File: src/rtl/mesh_term_rx.sv
// mesh_term_rx: drains one mesh output port, filters packets by destination,
// buffers accepted ones in a local FIFO and counts misroutes.
module mesh_term_rx #(
  parameter int pckg_sz = 40,
  parameter int fifo_depth = 4,
  parameter logic [3:0] id_row = 4'd0,
  parameter logic [3:0] id_column = 4'd0,
  parameter logic [7:0] bdcst = {8{1'b1}},
  localparam int CW = $clog2(fifo_depth + 1),
  localparam int PW = $clog2(fifo_depth)
) (
  input  logic clk,
  input  logic reset,
  input  logic pndng,
  input  logic [pckg_sz-1:0] data_in,
  output logic pop,
  output logic rx_valid,
  output logic [pckg_sz-1:0] rx_data,
  output logic rx_bcst,
  input  logic rx_ready,
  output logic [CW-1:0] rx_count,
  output logic [15:0] pkt_cnt,
  output logic [15:0] err_cnt,
  output logic err
);
  typedef enum logic [1:0] {IDLE, POP, GAP} state_t;
  state_t state_q, state_d;
  logic cls_v_q, cls_v_d;
  logic [pckg_sz-1:0] cls_q, cls_d;
  logic [pckg_sz:0] mem_q [fifo_depth];
  logic [pckg_sz:0] mem_d [fifo_depth];
  logic [PW-1:0] wp_q, wp_d, rp_q, rp_d;
  logic [CW-1:0] cnt_q, cnt_d;
  logic [15:0] pkt_q, pkt_d, errc_q, errc_d;
  logic err_q, err_d;
  logic is_bc, is_match, wr, rd, mis, credit;

  function automatic logic [PW-1:0] nxt(input logic [PW-1:0] p);
    return p == PW'(fifo_depth - 1) ? '0 : p + 1'b1;
  endfunction

  always_comb begin
    is_bc = cls_q[pckg_sz-1 -: 8] == bdcst;
    is_match = cls_q[pckg_sz-9 -: 4] == id_row && cls_q[pckg_sz-13 -: 4] == id_column;
    wr = cls_v_q && (is_bc || is_match);
    mis = cls_v_q && !wr;
    rd = cnt_q != '0 && rx_ready;
    // the packet sitting in classify already owns a slot, so reserve it
    credit = {1'b0, cnt_q} + {{CW{1'b0}}, cls_v_q} < (CW + 1)'(fifo_depth);
    state_d = state_q == IDLE ? (pndng && credit ? POP : IDLE) : state_q == POP ? GAP : IDLE;
    cls_v_d = state_q == POP;
    cls_d = state_q == POP ? data_in : cls_q;
    mem_d = mem_q;
    if (wr) mem_d[wp_q] = {is_bc, cls_q};
    wp_d = wr ? nxt(wp_q) : wp_q;
    rp_d = rd ? nxt(rp_q) : rp_q;
    cnt_d = cnt_q + CW'(wr) - CW'(rd);
    pkt_d = wr && pkt_q != 16'hFFFF ? pkt_q + 1'b1 : pkt_q;
    errc_d = mis && errc_q != 16'hFFFF ? errc_q + 1'b1 : errc_q;
    err_d = err_q | mis;
  end

  always_ff @(posedge clk or posedge reset) begin
    if (reset) begin
      state_q <= IDLE;
      cls_v_q <= 1'b0;
      cls_q <= '0;
      mem_q <= '{default: '0};
      wp_q <= '0;
      rp_q <= '0;
      cnt_q <= '0;
      pkt_q <= '0;
      errc_q <= '0;
      err_q <= 1'b0;
    end else begin
      state_q <= state_d;
      cls_v_q <= cls_v_d;
      cls_q <= cls_d;
      mem_q <= mem_d;
      wp_q <= wp_d;
      rp_q <= rp_d;
      cnt_q <= cnt_d;
      pkt_q <= pkt_d;
      errc_q <= errc_d;
      err_q <= err_d;
    end
  end

  assign pop = state_q == POP;
  assign rx_valid = cnt_q != '0;
  assign rx_data = rx_valid ? mem_q[rp_q][pckg_sz-1:0] : '0;
  assign rx_bcst = rx_valid ? mem_q[rp_q][pckg_sz] : 1'b0;
  assign rx_count = cnt_q;
  assign pkt_cnt = pkt_q;
  assign err_cnt = errc_q;
  assign err = err_q;
endmodule

File: config.mk
export PLATFORM = sky130hd
export DESIGN_NAME = mesh_term_rx
export DESIGN_NICKNAME = d
export VERILOG_FILES = /design/src/rtl/mesh_term_rx.sv
export SDC_FILE = /design/constraint.sdc
export NUM_CORES = 1
export LEC_CHECK = 0
export CAP_MARGIN = 10
export CORE_UTILIZATION = 40
export CTS_CLUSTER_DIAMETER = 50
export DETAILED_ROUTE_END_ITERATION = 8
export PLACE_DENSITY = 0.73
export SLEW_MARGIN = 20
export SYNTH_ARGS = -nofsm -noshare
export SYNTH_HDL_FRONTEND = slang
export SYNTH_SLANG_ARGS = --single-unit
File: constraint.sdc
create_clock -name clk -period 7.4 [get_ports clk]
set_input_delay 1.11 -clock clk [delete_from_list [all_inputs] [get_ports clk]]
set_output_delay 1.11 -clock clk [all_outputs]
set_load 0.1 [all_outputs]
==> reports/qor.csv, run 1 <==
metric,value,unit
synth-seq-cells,246,
drc,0,
cts_tree,done,
cts.sinks,246,
clk_path_buf_depth,3,
reg2reg_to,rx_count[2]$_DFF_PP0_,
layout_min_cycle_time,4.45,ns
layout_commonest_cell,dfrtp_1,
ff2ff_path_depth,10,
globalRouteOverflowTotal,0,
hold_path_end,state_q[0]$_DFF_PP0_,
die_x,167,um
period_share,60.1,%
die_area,27800,um^2
worst_slew_pin_slew,1.18,ns
finalPower,4.60,mW
insertion_delay,0.54,ns
cp-end-kind,output port,
crit_path_max_incr_delay,1.02,ns
ys_async_sr_fraction,100,%
slew_headroom,21.4,%
synth_area_per_cell,14.9,um^2
setup_violations,0,
max-cap-violations,0,
hold_viol_final,0,
antenna_found_initial,0,
portBuffers,122,
synth_seq_area_share,56.7,%
htreeDepth,1,
reg2reg_from,cls_q[24]$_DFFE_PP0P_,
post_cts_buffers,0,
final_cells,1209,
cp.required,6.29,ns
final_util,51.3,%
skew,0.0148,ns
cts_root_buffer,clkbuf_16,
p_leak,6.30,nW
rsz0062_at_grt,false,
layout-drive-gt1-share,37.1,%
firstDrtPassIters,4,
worstPathCellList,mux4_2 > and2_1 > clkdlybuf4s50_1,
worstHoldPathCells,1,
cts_resized,0,
cp.arrival,3.34,ns
rows,59,
nNetsFinal,906,
cp-start-kind,register,
grt_pass1_wl,36700,um
grt_usage,16.4,%
synth_area,10900,um^2
syn_to_final_growth,24.5,%
cts_hold_buf,0,
synth-edff-count,0,
grt_pass1_vias,6669,
dp_cells,1154,
drt_wl_total,22000,um
syn_inst,727,
syn-num-nets,782,
ys_warn_count,0,
path_max_fanout,44,
initial_core_util,41.2,%
pwr_density_cell,340,nW/um^2
first_iter_violations,292,
grt_max_degree,188,
diodes,0,
ys.flop_type,dfrtp_1,
fmax,225,MHz
die_y,167,um
hold_path.class,register to register,
dpl.hpwl,13000,um
postRouteAntennaNets,0,
vias,6255,
viasPerCell,5.17,
status,finished clean,
num-fill-cells,2192,
final_cell_mix,"dfrtp_1, mux2_2, clkdlybuf4s50_1",
synth.distinct_cells,39,
timing.reg2reg.setup_slack,4.59,ns
maxSlewViolCount,0,
vdd_drop_max,0.170,mV
core_area,26400,um^2
numCtsBuffers,30,
min_from,state_q[0]$_DFF_PP0_,
cp_slowest_cell,dfrtp_4,
worstSetupPathType,register to output port,
avgRoutedWirePerCell,18.2,um
hold_ws,0.433,ns
clk_pin_slew,0.06,ns
ios,123,
place_congestion,0.728,
setup_tns,0,ns
-- worst max path at each step --
stage | to | cells after the start | start
floorplan | cls_q[0]$_DFFE_PP0P_ | 1 | reset
global placement | rx_data[39] | 3 | rp_q[0]$_DFFE_PP0P_
detailed placement | rx_data[39] | 3 | rp_q[0]$_DFFE_PP0P_
CTS | rx_data[39] | 3 | rp_q[0]$_DFFE_PP0P_
global route | rx_data[27] | 3 | rp_q[0]$_DFFE_PP0P_
finish | rx_data[2] | 3 | rp_q[0]$_DFFE_PP0P_
-- cell usage after synthesis (6+ instances only) --
library cell,n,share of area (%)
inv_1,13,0.45
nor2_1,9,0.31
clkbuf_1,27,0.93
dfrtp_1,246,57
nand4_1,10,0.58
xor2_1,22,1.8
nand3_1,12,0.55
mux2_2,205,21
nand2_1,12,0.41
o21ai_0,6,0.28
buf_2,10,0.46
and2_1,41,2.4
mux4_2,41,8.5
nor3_1,13,0.60
ha_1,10,1.2
-- per-stage QoR --
stage               instance area [um^2]  worst slack (ns)
CTS                                13500              2.85
finish                             13500              2.95
global route                       13500              2.75
global placement                   12400              3.45
detailed placement                 12400              3.44
floorplan                          10900              3.06
-- state kept, by name (all words and copies together), names as in the netlist --
register and count:
wp_q 2, err 1, rx_count 3, cls_v_q 1, rp_q 2, pkt_cnt 16
cls_q 40, mem_q 164, err_cnt 16, state_q 1
-- metal layers --
layer | up-vias | wire length (um) | track usage, %
met3 | 31 | 661 | 2.23
met1 | 3251 | 10300 | 23.1
met2 | 96 | 10600 | 27.0
li1 | 2877 | - | -
met4 | 0 | 405 | 3.90
met5 | - | 0 | 0
-- critical path: cells and delay by family, from the launching register on --
| family | cells | cell delay, ns |
|---|---|---|
| muxes | 1 | 0.59 |
| and+or+nand+nor | 1 | 0.20 |
| DFF | 1 | 1.02 |
| buffers and inverters | 1 | 0.97 |
-- layout make-up --
type | instances | area (um^2) | area share (%)
clock buffers | 41 | 883 | 6.53
clock inverters | 14 | 210 | 1.55
inverters | 14 | 56.3 | 0.416
multi-input cells | 428 | 4490 | 33.2
flip-flops and latches | 246 | 6160 | 45.6
well taps | 335 | 419 | 3.10
repair buffers | 131 | 1300 | 9.62
-- cells by family after synthesis --
kind of cell | after synthesis | share of synthesized area, %
flops | 246 | 56.7
fa+ha+maj | 11 | 1.34
simple gates | 126 | 6.88
compound gates | 18 | 1.13
mux | 246 | 29.8
xor+xnor | 27 | 2.18
buf+inv | 53 | 2.02
-- power breakdown --
group / total (mW) / internal, mW / switching [mW]
Clock: 1.57 / 1.01 / 0.564
Combinational: 1.14 / 0.475 / 0.667
Sequential: 1.89 / 1.57 / 0.317
Total: 4.60 / 3.06 / 1.55
Note: power is estimated with default switching activity, not from simulation.
==> run 2: changes to the inputs <==
==> constraint.sdc (replaced) <==
create_clock -name clk -period 3.7 [get_ports clk]
set_input_delay 0.555 -clock clk [delete_from_list [all_inputs] [get_ports clk]]
set_output_delay 0.555 -clock clk [all_outputs]
set_load 0.1 [all_outputs]
==> reports/qor.csv, run 2 (synthesis gave the netlist of run 1 again) <==
metric,value,unit,change
cp_slowest_cell,dfrtp_4,,unchanged
cts_root_buffer,clkbuf_16,,unchanged
syn_to_final_growth,23.2,%,was 24.5%
avgRoutedWirePerCell,18.6,um,was 18.2 um
nNetsFinal,910,,was 906
cts.sinks,246,,unchanged
cpLargestDelayFamily,flip-flops,,unchanged
drt_wl_total,22500,um,was 22000 um
period_share,86.4,%,
top_layer,met4,,unchanged
final_cell_mix,"dfrtp_1, mux2_2, clkdlybuf4s50_1",,unchanged
met1_length,10300,um,about the same
maxSlewViolCount,0,,unchanged
hold_viol_final,0,,unchanged
die_y,167,um,unchanged
status,finished clean,,unchanged
clk_path_buf_depth,3,,unchanged
post_cts_buffers,0,,unchanged
insertion_delay,0.53,ns,was 0.54 ns
worst_slew_pin_slew,0.990,ns,was 1.18 ns
layout_min_cycle_time,3.20,ns,
numCtsBuffers,29,,was 30
path_max_fanout,44,,unchanged
largest_reg_flops,164,,unchanged
first_iter_violations,254,,was 292
cts_hold_buf,0,,unchanged
worstPathCellList,mux4_2 > and2_1 > buf_4,,was mux4_2 > and2_1 > clkdlybuf4s50_1
cp.arrival,2.64,ns,was 3.34 ns
cp.buffers_inverters,1,,unchanged
setup_violations,0,,unchanged
cts_tree,done,,unchanged
grt_pass1_vias,6568,,was 6669
globalRouteOverflowTotal,0,,unchanged
rsz0062_at_grt,false,,unchanged
final_util,50.8,%,was 51.3%
layout_commonest_cell,dfrtp_1,,unchanged
cp.required,3.14,ns,was 6.29 ns
crit_path_max_incr_delay,1.05,ns,was 1.02 ns
die_area,27800,um^2,unchanged
vias,6338,,was 6255
cts_resized,0,,unchanged
postRouteAntennaNets,0,,unchanged
drc,0,,unchanged
portBuffers,122,,unchanged
dp_cells,1159,,was 1154
cp-start-kind,register,,unchanged
dr_wl_met3,750,um,was 661 um
grt_pass1_wl,36300,um,was 36700 um
skew,0.0130,ns,was 0.0148 ns
diodes,0,,unchanged
fmax,313,MHz,
rows,59,,unchanged
ios,123,,unchanged
viasPerCell,5.24,,was 5.17
grt_usage,16.5,%,was 16.4%
initial_core_util,41.2,%,unchanged
wl_met2,11100,um,was 10600 um
die_x,167,um,unchanged
hold_path.class,register to register,,unchanged
reg_top3,"mem_q x164, cls_q x40",,unchanged
antenna_found_initial,0,,unchanged
core_area,26400,um^2,unchanged
layout-drive-gt1-share,41.8,%,was 37.1%
clk_pin_slew,0.06,ns,about the same
p_leak,6.37,nW,was 6.30 nW
worstSetupPathType,register to output port,,unchanged
final_cells,1210,,was 1209
htreeDepth,1,,unchanged
final_area,13400,um^2,was 13500 um^2
firstDrtPassIters,4,,unchanged
regMostFlops,mem_q,,unchanged
max-cap-violations,0,,unchanged
place_congestion,0.752,,was 0.728
vdd_drop_max,0.460,mV,was 0.170 mV
grt_max_degree,94,,was 188
cp-end-kind,output port,,unchanged
pwr_density_cell,675,nW/um^2,was 340 nW/um^2
finalPower,9.03,mW,was 4.60 mW
slew_headroom,33.8,%,was 21.4%
dpl.hpwl,13400,um,was 13000 um
place_area,12400,um^2,about the same
run 2: cell type report:
cell class | instances | area (um^2)
clock buffer | 41 | 841
clock inverter | 10 | 166
fill | 2250 | 13000
inverter | 14 | 56.3
multi-input combinational | 428 | 4490
sequential | 246 | 6160
tap | 335 | 419
timing repair buffer | 136 | 1240
run 2: path summary, 6_finish.rpt:
| kind | from | to | slack (ns) | cells past startpoint |
|---|---|---|---|---|
| max reg2reg | cls_q[24]$_DFFE_PP0P_ | rx_count[2]$_DFF_PP0_ | 0.92 | 10 |
| max in group asynchronous | reset | mem_q[152]$_DFFE_PP0P_ | 2.25 | 3 |
| min in group asynchronous | reset | cls_q[7]$_DFFE_PP0P_ | 0.51 | 2 |
| max | rp_q[0]$_DFFE_PP0P_ | rx_data[38] | 0.50 | 3 |
| min | state_q[0]$_DFF_PP0_ | state_q[0]$_DFF_PP0_ | 0.43 | 1 |
| min reg2reg | state_q[0]$_DFF_PP0_ | state_q[0]$_DFF_PP0_ | 0.43 | 1 |
run 2: metal layers:
metal	track usage (%)	vias to the layer above
li1	-	2881
met1	22.4	3326
met2	27.8	97
met3	2.47	34
met4	3.90	0
met5	0	-
run 2: through the flow:
stage	hold WS (ns)	setup slack, ns	setup TNS [ns]
floorplan	0.401	-0.0868	-21.34
global placement	0.427	0.985	0
detailed placement	0.424	0.905	0
CTS	0.432	0.406	0
global route	0.441	0.320	0
finish	0.432	0.503	0
run 2: where the power goes:
part	switching (mW)	internal, mW
registers	0.667	3.14
clock network	1.10	1.85
logic	1.32	0.946
total	3.08	5.94
